`config.mk`:
```
export PLATFORM = sky130hd
export DESIGN_NAME = ser_piso32
export DESIGN_NICKNAME = d
export VERILOG_FILES = /design/src/rtl/ser_piso32.sv
export SDC_FILE = /design/constraint.sdc
export NUM_CORES = 1
export LEC_CHECK = 0
export ABC_AREA = 1
export CAP_MARGIN = 20
export CORE_MARGIN = 2
export CORE_UTILIZATION = 51
export DETAILED_ROUTE_END_ITERATION = 8
export GPL_ROUTABILITY_DRIVEN = 1
export PLACE_DENSITY = 0.76
export SYNTH_ARGS = -nofsm -noshare
export SYNTH_HDL_FRONTEND = slang
export SYNTH_SLANG_ARGS = --single-unit
```
`constraint.sdc`:
```
create_clock -name clock -period 1.63 [get_ports clock]
set_input_delay 0.326 -clock clock [delete_from_list [all_inputs] [get_ports clock]]
set_output_delay 0.326 -clock clock [all_outputs]
set_load 0.1 [all_outputs]
```
`src/rtl/ser_piso32.sv`:
```
// ser_piso32: 32-bit parallel-in/serial-out link transmitter with one-word holding buffer.
// Define SER_MSB_FIRST_EN to send MSB first instead of the default LSB first.
module ser_piso32 #(
  parameter int   WIDTH      = 32,
  parameter logic IDLE_LEVEL = 1'b0
) (
  input  logic             clock,
  input  logic             rst_n,
  input  logic [WIDTH-1:0] din,
  input  logic             din_valid,
  output logic             din_ready,
  output logic             dout,
  output logic             tx_enable,
  output logic             load,
  output logic             busy
);
  localparam int CW = $clog2(WIDTH);
  localparam logic [CW-1:0] LAST = CW'(WIDTH - 1);
  typedef enum logic {IDLE, SHIFT} state_t;
  state_t state, state_n;
  logic [WIDTH-1:0] shift_reg, shift_n, hold, hold_n, shifted;
  logic [CW-1:0] count, count_n;
  logic hold_full, hold_full_n, head, accept;
`ifdef SER_MSB_FIRST_EN
  assign shifted = {shift_reg[WIDTH-2:0], 1'b0};
  assign head    = shift_reg[WIDTH-1];
`else
  assign shifted = {1'b0, shift_reg[WIDTH-1:1]};
  assign head    = shift_reg[0];
`endif
  assign accept    = din_valid & din_ready;
  assign din_ready = !hold_full;
  assign tx_enable = state == SHIFT;
  assign dout      = tx_enable ? head : IDLE_LEVEL;
  assign load      = tx_enable && count == LAST;
  assign busy      = tx_enable | hold_full;
  always_comb begin
    state_n     = state;
    shift_n     = shift_reg;
    count_n     = count;
    hold_n      = hold;
    hold_full_n = hold_full;
    if (state == IDLE) begin
      if (accept) begin
        shift_n = din;
        count_n = '0;
        state_n = SHIFT;
      end
    end else if (count == LAST) begin
      // word boundary: chain the next word in with no gap bit
      count_n = '0;
      if (hold_full) begin
        shift_n     = hold;
        hold_full_n = 1'b0;
      end else if (accept) begin
        shift_n = din;
      end else begin
        shift_n = shifted;
        state_n = IDLE;
      end
    end else begin
      shift_n = shifted;
      count_n = count + 1'b1;
      if (accept) begin
        hold_n      = din;
        hold_full_n = 1'b1;
      end
    end
  end
  always_ff @(posedge clock or negedge rst_n) begin
    if (!rst_n) begin
      state     <= IDLE;
      shift_reg <= '0;
      count     <= '0;
      hold      <= '0;
      hold_full <= 1'b0;
    end else begin
      state     <= state_n;
      shift_reg <= shift_n;
      count     <= count_n;
      hold      <= hold_n;
      hold_full <= hold_full_n;
    end
  end
endmodule

```
# Word level (Yosys, flattened, before mapping)
# Cells that the tools add are included.
totals:
  inputBits: 35
  wordCells: 31
  output_inout_bits: 5
  regBits: 71
op_classes:
  n_mux: 15
  reduce_logical: 6
  n_bitwise: 3
  eq_ne: 1
  add_sub_neg: 1
ops:
  columns: ["cell", "n"]
  rows:
  - ["$mux 32", 5]
  - ["$mux 5", 3]
  - ["$mux 1", 7]
  - ["$add 5x1->5 const B", 1]
  - ["$eq 5x5->1 const B", 1]
  - ["$reduce_bool 2->1", 2]
  - ["$reduce_and 3->1", 1]
  - ["$reduce_and 2->1", 1]
  - ["$and 1x1->1", 1]
  - ["$logic_and 1x1->1", 1]
  - ["$logic_not 1->1", 1]
  - ["$not 1->1", 1]
  - ["$or 1x1->1", 1]

# Depth between registers and ports, before layout
depth:
  depth_word: 6
  ltp_mapped: 11
  ltp_nobuf: 10

# Worst setup path before layout
# Ideal clock, no wire load.
synth_path:
  path_type: "reg-to-output"
  start: "register state, in the netlist tx_enable"
  end: "output dout"
  t_arrival_ns: 2.177
  path_slack_ns: -0.873
  path_buffers: 2
  path_stages_with_launch: 5
  required_ns: 1.304
  path_cell_list: "dfrtp_1 -> buf_2 -> buf_1 -> nand2_1 -> inv_1"
synth_between:
  elab_chain_len: 1
synth_rtl:
  columns: ["item", "line", "text"]
  rows:
  - ["start: declaration", "20", "state_t state, state_n;"]
  - ["start signal: assignment", "78", "state <= state_n;"]
  - ["$mux 1", "34", "assign dout = tx_enable ? head : IDLE_LEVEL;"]
  - ["end: declaration", "12", "output logic dout,"]
# Every way passes these cells.

# Final worst setup path
layout_path:
  start: "register count[1]"
  end: "register shift_reg[4]"
layout_between:
  elab_chain_len: 3
layout_rtl:
  columns: ["item", "line", "text"]
  rows:
  - ["start: declaration", "22", "logic [CW-1:0] count, count_n;"]
  - ["start signal: assignment", "80", "count <= count_n;"]
  - ["$eq 5x5->1", "49", "end else if (count == LAST) begin"]
  - ["$mux 32", "49", null]
  - ["$mux 32", "43", "if (state == IDLE) begin"]
  - ["end signal: assignment", "79", "shift_reg <= shift_n;"]
  - ["end: declaration", "21", "logic [WIDTH-1:0] shift_reg, shift_n, hold, hold_n, shifted;"]
# Every way passes these cells.
# A chain may end at the register's enable or synchronous reset.

==> results_dict.tcl <==
set metrics [dict create \
    root_buffer "clkbuf_8" \
    hpwl_mm 5.43 \
    cts.reportedPaths.clkPinSlew_ns 0.08 \
    path_class "flop to flop" \
    grt_pass1_vias 3538 \
    ant_nets 0 \
    drv_cap 0 \
    avgSynthCellArea_um2 6.90 \
    fin_ws_ns -0.340 \
    clock-sinks 71 \
    fin_crit_ns 1.97 \
    numPlacedInstances 658 \
    layout_commonest_cell "nand2_1" \
    drtPass1Iterations 6 \
    slew_headroom_pct 74.1 \
    wl_mm 10.7 \
    drc_errors 0 \
    netlist_area_um2 3610 \
    nets 634 \
    n_antenna_cell 0 \
    nFillCells 501 \
    synthTopCellsByArea "dfrtp_1 (49%), nand2_1 (34%), nand3_1 (4.7%)" \
    most-common-layout-cells "nand2_1 (277), dfrtp_1 (69), inv_1 (35)" \
    gp_congestion 0.821 \
    worstPathArrival_ns 2.25 \
    reg2reg_depth 12 \
    htreeDepth 3 \
    vdd_drop_max_uv 1090 \
    cts_buffers 9 \
    multi_input_area_um2 1820 \
    holdWs_ns -0.00131 \
    cts_tree "yes" \
    ys_types 20 \
    skew_ns 0.00816 \
    routed_via_density 5.09 \
    dieArea_um2 7760 \
    status "finished, violations left" \
    cts_buffer_depth 2 \
    grt_overflow 0 \
    tightest_slew_ns 0.388 \
    power_density_nw_per_um2 1590 \
    start_util_pct 52.8 \
    syn2layout_area_growth_pct 43.8 \
    num_vias 3548 \
    grt_max_degree 72 \
    ios 40 \
    syn-instance-count 523 \
    die_w_um 88.1 \
    setup_viol 66 \
    drt_iter0_markers 268 \
    port_buffers 39 \
    timing.final.crit_share_pct 121 \
    finalPower_w 0.00826 \
    worstSkewPairLatency_ns 0.34 \
    die_y_um 88.1 \
    syn-num-nets 561 \
    layout-drive-gt1-share_pct 24.0 \
    fp-row-count 30 \
    fin_util_pct 76.0 \
    cp-end-kind "flop" \
    seq_area_frac_synth_pct 49.3 \
    violations "hold timing, setup timing" \
    synth_top_area_share_pct 49.3 \
    hold_viol 1 \
    placeableCoreArea_um2 6830 \
    grt_pass1_wl_mm 16.7 \
    leakage_nw 2.77 \
    antenna_found_initial 0 \
    rsz0062_at_grt "yes" \
    cts_hold_buffers 0 \
    wire_per_inst_um 15.3 \
    ys_ff_latch 71 \
    hold_path.class "input port to async pin" \
    yosysWarnings 0 \
    seq_area_um2 1780 \
    max_clock_freq_mhz 508 \
    cp_max_fo 6 \
    grt_use_total_pct 28.3 \
    crit_path_start_kind "flop" \
    drv_slew 0 \
    final_cells 697 \
    worstPathRequired_ns 1.91 \
    synth_top_area_cell "dfrtp_1" \
]
## report_power, final
| group | switching [W] | internal [W] | leakage [nW] |
|---|---|---|---|
| Combinational | 0.00204 | 0.00163 | 1.76 |
| Sequential | 0.000593 | 0.00250 | 0.906 |
| Clock | 0.000707 | 0.000789 | 0.105 |
## final cells by class
cell class,count,share of cell area (%)
clock inverters,5,1.09
repair buffers,87,20.7
inverters,43,3.47
well taps,96,2.31
flip-flops and latches,71,34.3
clock buffers,11,2.92
multi-input cells,384,35.1
## routing by layer
| metal | wire length, um | vias up | track usage, % |
|---|---|---|---|
| li1 | - | 1717 | - |
| met1 | 4370 | 1665 | 36.4 |
| met2 | 5430 | 142 | 47.0 |
| met3 | 614 | 24 | 6.41 |
| met4 | 246 | 0 | 10.5 |
| met5 | 0 | - | 0 |
## what timing repair did
action	in CTS	in global routing
cloned	7	3
gates resized for setup	45	65
pin swaps	5	12
buffers inserted	15	7
endpoints found under the setup margin	67	71
## logic make-up (layout without fill, tap and decap cells)
| family | Yosys count | in the layout | share of synthesized area (%) |
|---|---|---|---|
| xor gates and xnor gates | 1 | 1 | 0.243 |
| DFF | 71 | 71 | 49.3 |
| adders and majority gates | 3 | 3 | 1.04 |
| and+or+nand+nor | 370 | 370 | 40.1 |
| AOI/OAI and AO/OA | 10 | 10 | 1.42 |
| buffers and inverters | 68 | 146 | 7.91 |
## path summary, 6_finish.rpt
kind,startpoint,end,slack [ns]
min in group clock,hold[20],hold[20],0.49
worst max-delay path,count[1],shift_reg[4],-0.34
max in group asynchronous,rst_n,tx_enable,1.31
worst min-delay path,rst_n,hold[8],-0.001
worst min register to register,hold[20],hold[20],0.49
worst max register to register,count[1],shift_reg[4],-0.34
## worst max-delay path, stage by stage (launching register included)
cell and delay, ns:
dfrtp_1 0.37, ha_2 0.19, nand2_2 0.07, nor2_4 0.16
ha_4 0.17, buf_4 0.16, inv_1 0.08, nand2_4 0.17
clkbuf_16 0.18, nand3_1 0.10, nand2_1 0.14, inv_1 0.06
nand2_1 0.05
## through the flow
stage | TNS (ns) | setup WS, ns | instance area [um^2]
2_1_floorplan | -0.305 | -0.162 | 3640
3_3_place_gp | -1.59 | -0.0816 | 4340
3_5_place_dp | -4.30 | -0.127 | 4340
4_1_cts | -8.52 | -0.251 | 4990
5_1_grt | -20.45 | -0.392 | 5190
6_report | -13.58 | -0.340 | 5190
## synth_stat cells, drive strengths merged
cell and count:
or2 1, ha 3, nand2 328, a21oi 2, xor2 1, nor2 6, dfrtp 71, nand3b 1
a31oi 1, nand3 34, buf 19, o21ai 7, clkbuf 6, inv 43
No activity file was read; power rests on OpenSTA's default activity.
